## src/rtl/pipeline_stall_sequencer.sv

```systemverilog
// ============================================================================
// pipeline_stall_sequencer: stall/flush/freeze arbiter and mult/div sequencer.
// Rev 1.0
// ============================================================================
`default_nettype none

module pipeline_stall_sequencer #(
  parameter int MULDIV_CYCLES = 32,
  parameter int STALL_CNT_W   = 16
) (
  input  logic                   clk,
  input  logic                   rst_n,
  input  logic                   ID_EX_MemRead,
  input  logic [4:0]             ID_EX_Rt,
  input  logic [4:0]             IF_ID_Rs,
  input  logic [4:0]             IF_ID_Rt,
  input  logic                   ID_EX_Jump,
  input  logic                   EX_Branch_Taken,
  input  logic                   IF_ID_UsesHiLo,
  input  logic                   EX_MulDiv_Start,
  input  logic                   EX_MEM_MemAccess,
  input  logic                   Dmem_Ready,
  output logic                   PC_Hold,
  output logic                   IF_ID_Hold,
  output logic                   IF_ID_Flush,
  output logic                   ID_EX_Hold,
  output logic                   ID_EX_Bubble,
  output logic                   EX_MEM_Hold,
  output logic                   MEM_WB_Bubble,
  output logic                   MulDiv_Load,
  output logic                   MulDiv_Step,
  output logic                   MulDiv_Done,
  output logic                   MulDiv_Busy,
  output logic [STALL_CNT_W-1:0] Stall_Count
);

  localparam int CNT_W = 6;
  localparam logic [1:0]             c_IDLE     = 2'd0;
  localparam logic [1:0]             c_RUN      = 2'd1;
  localparam logic [1:0]             c_DONE     = 2'd2;
  localparam logic [CNT_W-1:0]       c_CNT_INIT = CNT_W'(MULDIV_CYCLES - 1);
  localparam logic [CNT_W-1:0]       c_CNT_ONE  = CNT_W'(1);
  localparam logic [STALL_CNT_W-1:0] c_STL_ONE  = STALL_CNT_W'(1);

  logic [1:0]             r_state;
  logic [CNT_W-1:0]       r_cnt;
  logic [STALL_CNT_W-1:0] r_stall_cnt;

  logic w_freeze;
  logic w_load_use;
  logic w_hilo_stall;

  assign w_freeze     = EX_MEM_MemAccess & ~Dmem_Ready;
  assign w_load_use   = ID_EX_MemRead & (ID_EX_Rt != 5'd0) &
                        ((ID_EX_Rt == IF_ID_Rs) | (ID_EX_Rt == IF_ID_Rt));
  assign w_hilo_stall = IF_ID_UsesHiLo & (r_state != c_IDLE);

  // Every combinational control is held low while reset is asserted.
  always_comb begin
    PC_Hold       = 1'b0;
    IF_ID_Hold    = 1'b0;
    IF_ID_Flush   = 1'b0;
    ID_EX_Hold    = 1'b0;
    ID_EX_Bubble  = 1'b0;
    EX_MEM_Hold   = 1'b0;
    MEM_WB_Bubble = 1'b0;
    MulDiv_Load   = 1'b0;
    MulDiv_Step   = 1'b0;
    MulDiv_Done   = 1'b0;
    MulDiv_Busy   = 1'b0;
    if (rst_n) begin
      MulDiv_Busy = (r_state != c_IDLE);
      if (w_freeze) begin
        PC_Hold       = 1'b1;
        IF_ID_Hold    = 1'b1;
        ID_EX_Hold    = 1'b1;
        EX_MEM_Hold   = 1'b1;
        MEM_WB_Bubble = 1'b1;
      end else if (EX_Branch_Taken) begin
        IF_ID_Flush  = 1'b1;
        ID_EX_Bubble = 1'b1;
      end else if (w_hilo_stall || w_load_use) begin
        PC_Hold      = 1'b1;
        IF_ID_Hold   = 1'b1;
        ID_EX_Bubble = 1'b1;
      end else if (ID_EX_Jump) begin
        IF_ID_Flush = 1'b1;
      end
      case (r_state)
        c_IDLE:  MulDiv_Load = EX_MulDiv_Start & ~w_freeze;
        c_RUN:   MulDiv_Step = 1'b1;
        c_DONE:  MulDiv_Done = 1'b1;
        default: ;
      endcase
    end
  end

  // The step in which r_cnt reads zero is the last one.
  always_ff @(posedge clk or negedge rst_n) begin
    if (!rst_n) begin
      r_state <= c_IDLE;
      r_cnt   <= '0;
    end else begin
      case (r_state)
        c_IDLE: begin
          if (MulDiv_Load) begin
            r_cnt   <= c_CNT_INIT;
            r_state <= c_RUN;
          end
        end
        c_RUN: begin
          if (r_cnt == '0) r_state <= c_DONE;
          else             r_cnt   <= r_cnt - c_CNT_ONE;
        end
        c_DONE:  r_state <= c_IDLE;
        default: r_state <= c_IDLE;
      endcase
    end
  end

  always_ff @(posedge clk or negedge rst_n) begin
    if (!rst_n) begin
      r_stall_cnt <= '0;
    end else if (PC_Hold && (r_stall_cnt != '1)) begin
      r_stall_cnt <= r_stall_cnt + c_STL_ONE;
    end
  end

  assign Stall_Count = r_stall_cnt;

endmodule

`default_nettype wire
```

## config.mk

```make
export PLATFORM = sky130hd
export DESIGN_NAME = pipeline_stall_sequencer
export DESIGN_NICKNAME = d
export VERILOG_FILES = /design/src/rtl/pipeline_stall_sequencer.sv
export SDC_FILE = /design/constraint.sdc
export NUM_CORES = 1
export LEC_CHECK = 0
export ABC_CLOCK_PERIOD_IN_PS = 7100
export CAP_MARGIN = 20
export CORE_MARGIN = 5
export CORE_UTILIZATION = 45
export CTS_CLUSTER_DIAMETER = 150
export DETAILED_ROUTE_END_ITERATION = 16
export HOLD_SLACK_MARGIN = 0.1
export PLACE_DENSITY = 0.83
export SYNTH_ARGS = -nofsm -noshare
export SYNTH_HDL_FRONTEND = slang
export SYNTH_SLANG_ARGS = --single-unit
```

## constraint.sdc

```tcl
create_clock -name clk -period 7.1 [get_ports clk]
set_clock_uncertainty 0.15 [all_clocks]
set_input_delay 2.13 -clock clk [delete_from_list [all_inputs] [get_ports clk]]
set_output_delay 2.13 -clock clk [all_outputs]
set_load 0.03 [all_outputs]
```

After elaboration in Yosys (flattened, before gate mapping)
Cells that the tools add are included.

Register bits: 24. Output and inout bits: 27.

Bitwise gates (word level): 8. Muxes and demuxes: 27. Reduce and logical (&&, ||, !) cells: 9. Add/subtract/negate cells: 2. Eq/ne operators: 8.

Operators by type and width (number): two-way mux 1 bit (21); adder 16 x 1 -> 16 bit (second input constant) (1); inequality test 16 bit (second input constant) (1); two-way mux 6 bit (2); one-hot mux 6 bit (2 select lines) (1); == test 5 bit (2); logical NOT 6 bit (1); inequality test 2 bit (second input constant) (3); subtractor 6 x 1 -> 6 bit (second input constant) (1); bitwise AND 1 bit (5); nonzero test 5 bit (1); two-way mux 2 bit (2); one-hot mux 2 bit (2 select lines) (1); nonzero test 2 bit (2); AND reduction 3 bit (1); == test 2 x 1 -> 1 bit (second input constant) (1); == test 2 bit (second input constant) (1); logical NOT 2 bit (1); inverter 1 bit (2); AND reduction 2 bit (1); logical AND 1 bit (1); logical OR 1 bit (1); bitwise OR 1 bit (1).

Logic depth before layout (Yosys ltp)
Depth after elaboration: 9. Gate-level depth with buffers: 8. Mapped depth without buffers: 7.

Least setup slack after synthesis
OpenSTA, ideal clock, no wires.

Kind: input port to output port. Start: input ID_EX_Rt[1]. End: output IF_ID_Flush. Stages on the path: 5. Path slack: 1290 ps. Data arrival time: 3530 ps. Cells stage by stage: or4_1 > o21a_1 > nand2_1 > nand3_1 > a21oi_1.

Word-level cells in the longest chain between the ends: 8. Elaborated cells between the ends (all ways): 11. Classes of those cells: eq/ne: 2; mux: 4; bitwise: 3; reduce/logical: 2.

RTL lines: start, declared (line 14) `input logic [4:0] ID_EX_Rt,`; == test 5 bit or nonzero test 5 bit (tied branches) (line 55, 54); bitwise OR 1 bit or bitwise AND 1 bit (tied branches) (line 55, 54); bitwise AND 1 bit * (line 54) `assign w_load_use = ID_EX_MemRead & (ID_EX_Rt != 5'd0) &`; logical OR 1 bit * (line 82) `end else if (w_hilo_stall || w_load_use) begin`; two-way mux 1 bit * (line 82); two-way mux 1 bit * (line 79) `end else if (EX_Branch_Taken) begin`; two-way mux 1 bit * (line 73) `if (w_freeze) begin`; two-way mux 1 bit * (line 71) `if (rst_n) begin`; end, declared (line 25) `output logic IF_ID_Flush,`.

Every way passes the cells marked *; elsewhere a longest branch is shown, timed or not.

Final worst setup path
Same ends and word-level chain as after synthesis.

==> metrics.md <==
| Metric | Value |
|---|---|
| Status | finished, final reports clean |
| TritonCTS Buffers | 3 |
| Vias in the first global route | 1321 |
| Crit end category | primary output |
| Met1 usage | 0.213 |
| Die span in y | 66.3 um |
| Critical path type | primary input to primary output |
| Setup TNS | 0 ns |
| Gr usage total | 0.168 |
| Nets | 233 |
| Synth warn | 0 |
| H-tree lvl count | 1 |
| Synth area leader | dfrtp_1 |
| Most frequent standard cell in the layout excluding fill and tap cells | clkdlybuf4s50_1 |
| WL final | 3440 um |
| Max clock buf depth | 2 |
| Crit path DAT | 4.38 ns |
| GRT met2 Usage | 0.285 |
| Total power | 510 uW |
| Antenna Diode Count | 0 |
| Root buf cell | clkbuf_4 |
| CP Launch Type | primary input |
| Final min period | 6.66 ns |
| Core area | 3050 um2 |
| Hpwl dp | 2800 um |
| Largest cells by area after synthesis | dfrtp_1, xnor2_1, xor2_1 |
| Layout cells sized above 1 | 0.0683 |
| LEAKAGE | 0.000836 uW |
| Post-route design area | 2010 um2 |
| MaxCap Viol Count | 0 |
| CTS Hold Bufs | 0 |
| Most frequent cells in the layout | clkdlybuf4s50_1, dfrtp_1, nor2_1, xnor2_1, nand2_1 |
| DR vias | 1244 |
| Core Rows | 20 |
| FMAX | 0.150 GHz |
| Routability cong. | 0.826 |
| Netlist cell types | 32 |
| Hold Crit Class | flop to flop |
| Unrepaired setup endpoints after global routing | no |
| CTS tree | built |
| Final setup fails | 0 |
| Clock slew at reported path FFs | 0.13 ns |
| Seq/Total Area, Yosys | 0.421 |
| Gr ovfl total | 0 |
| Mapped Area | 1430 um2 |
| Grt met3 use | 0.0289 |
| First-pass GRT wire length | 5840 um |
| Max IR drop VDD | 0.207 mV |
| Placed cell area | 1970 um2 |
| Layout area overhead | 40.7% |
| Die width | 66.3 um |
| Syn avg cell area | 9.32 um2 |
| DRC violations left | 0 |
| Fin. max-slew vios | 0 |
| Clock tree sinks | 24 |
| Port buffer count | 50 |
| Final hold vios | 0 |
| Worst-path fanout max | 3 |
| PwrDens | 254 nW/um2 |
| Worst-Margin Slew | 0.416 ns |
| Die Area | 4400 um2 |
| Worst rel slew slack | 0.722 |
| Later-pin clock latency in the skew report | 0.30 ns |
| Drt initial violations | 45 |
| Busiest grt layer | met2 |
| Initial Util | 0.467 |
| Gate Count Post-Synth | 153 |
| Post-CTS sizing | 0 |
| Share of the synthesized area in the top cell type | 0.421 |
| Synthesized net count | 180 |
| Wirelength per Cell | 13.8 um |
| Yosys reg bits | 24 |
| Post-CTS Repair Setup Buffers | 0 |
| Initial antenna violation count | 0 |
| Post-DRT Antenna Nets | 0 |
| Final critical-path share of the clock period | 0.938 |
| I/O pin cnt | 51 |
| CP required | 4.82 ns |
| Via-per-instance ratio | 5.00 |
| Drt pass-1 iters | 4 |
| Pin count of the biggest net entering global routing | 16 |
-- critical path, stage by stage --
cell,delay (ns)
clkdlybuf4s50_1,0.47
or4_1,0.57
o21a_1,0.22
nand2_1,0.09
nand3_1,0.07
a21oi_1,0.15
clkdlybuf4s50_1,0.68
-- cell type report --
type,count,area [um2]
clock buffers,4,36.3
fillers,262,1050
inverters,10,37.5
multi-input cells,115,762
flip-flops and latches,24,601
well taps,44,55.1
repair buffers,52,515
-- per-stage QoR --
stage	util	cells	setup slack (ns)	hold slack, ns
after floorplan	-	153	1.29	0.312
after global placement	0.645	245	0.467	0.325
after detailed placement	0.645	245	0.439	0.343
after CTS	0.657	249	0.431	0.360
after global routing	0.657	249	0.349	0.387
final	0.657	249	0.438	0.356
-- where the power goes --
group | switching (uW) | internal [uW] | total, uW
Clock | 38.6 | 31.2 | 69.9
Sequential | 45.1 | 173 | 218
Combinational | 124 | 98.3 | 222
-- sequential cells by signal (all words and copies together) (netlist names) --
signal / count
Stall_Count: 16
r_state: 2
r_cnt: 6
-- cell usage after synthesis --
cell type   n
dfrtp_1    24
nor2_1     19
xnor2_1    17
nand2_1    13
inv_1      10
nand3_1    10
xor2_1     10
nor3_1      8
a21oi_1     4
buf_4       3
ha_1        3
nand2b_1    3
nand4_1     3
nor4_1      3
o21ai_0     3
a31oi_1     2
mux2_1      2
nand4_2     2
a2111oi_2   1
a21oi_2     1
a21oi_4     1
and3_1      1
clkbuf_1    1
nor4_2      1
o21a_1      1
o21ai_1     1
o22a_1      1
o22ai_4     1
or2_0       1
or2_2       1
or3_1       1
or4_1       1
-- kinds of logic (layout without fill, tap and decap cells) --
logic type                 after synthesis  in the layout  synth area share
xor gates and xnor gates                27             27             0.166
AOI/OAI and AO/OA                       16             16            0.0903
DFF                                     24             24             0.421
and+or+nand+nor                         67             67             0.236
buffers and inverters                   14             66            0.0447
muxes                                    2              2            0.0158
adders and majority gates                3              3            0.0263
-- path summary, 6_finish.rpt --
check | slack (ns) | cells after the start | end | from
hold reg to reg | 0.36 | 1 | Stall_Count[15] | Stall_Count[15]
max in group asynchronous | 4.41 | 2 | Stall_Count[10] | rst_n
setup / recovery | 0.44 | 7 | IF_ID_Flush | ID_EX_Rt[1]
min in group asynchronous | 1.91 | 1 | Stall_Count[0] | rst_n
setup reg to reg | 4.87 | 6 | Stall_Count[1] | Stall_Count[1]
hold / removal | 0.36 | 1 | Stall_Count[15] | Stall_Count[15]
-- routing by layer --
layer / part of all wire / vias to the layer above
met5: 0 / -
met4: 0.0099 / 0
met3: 0.064 / 2
met2: 0.48 / 41
met1: 0.45 / 576
li1: - / 625
No activity file was read; power rests on OpenSTA's default activity.
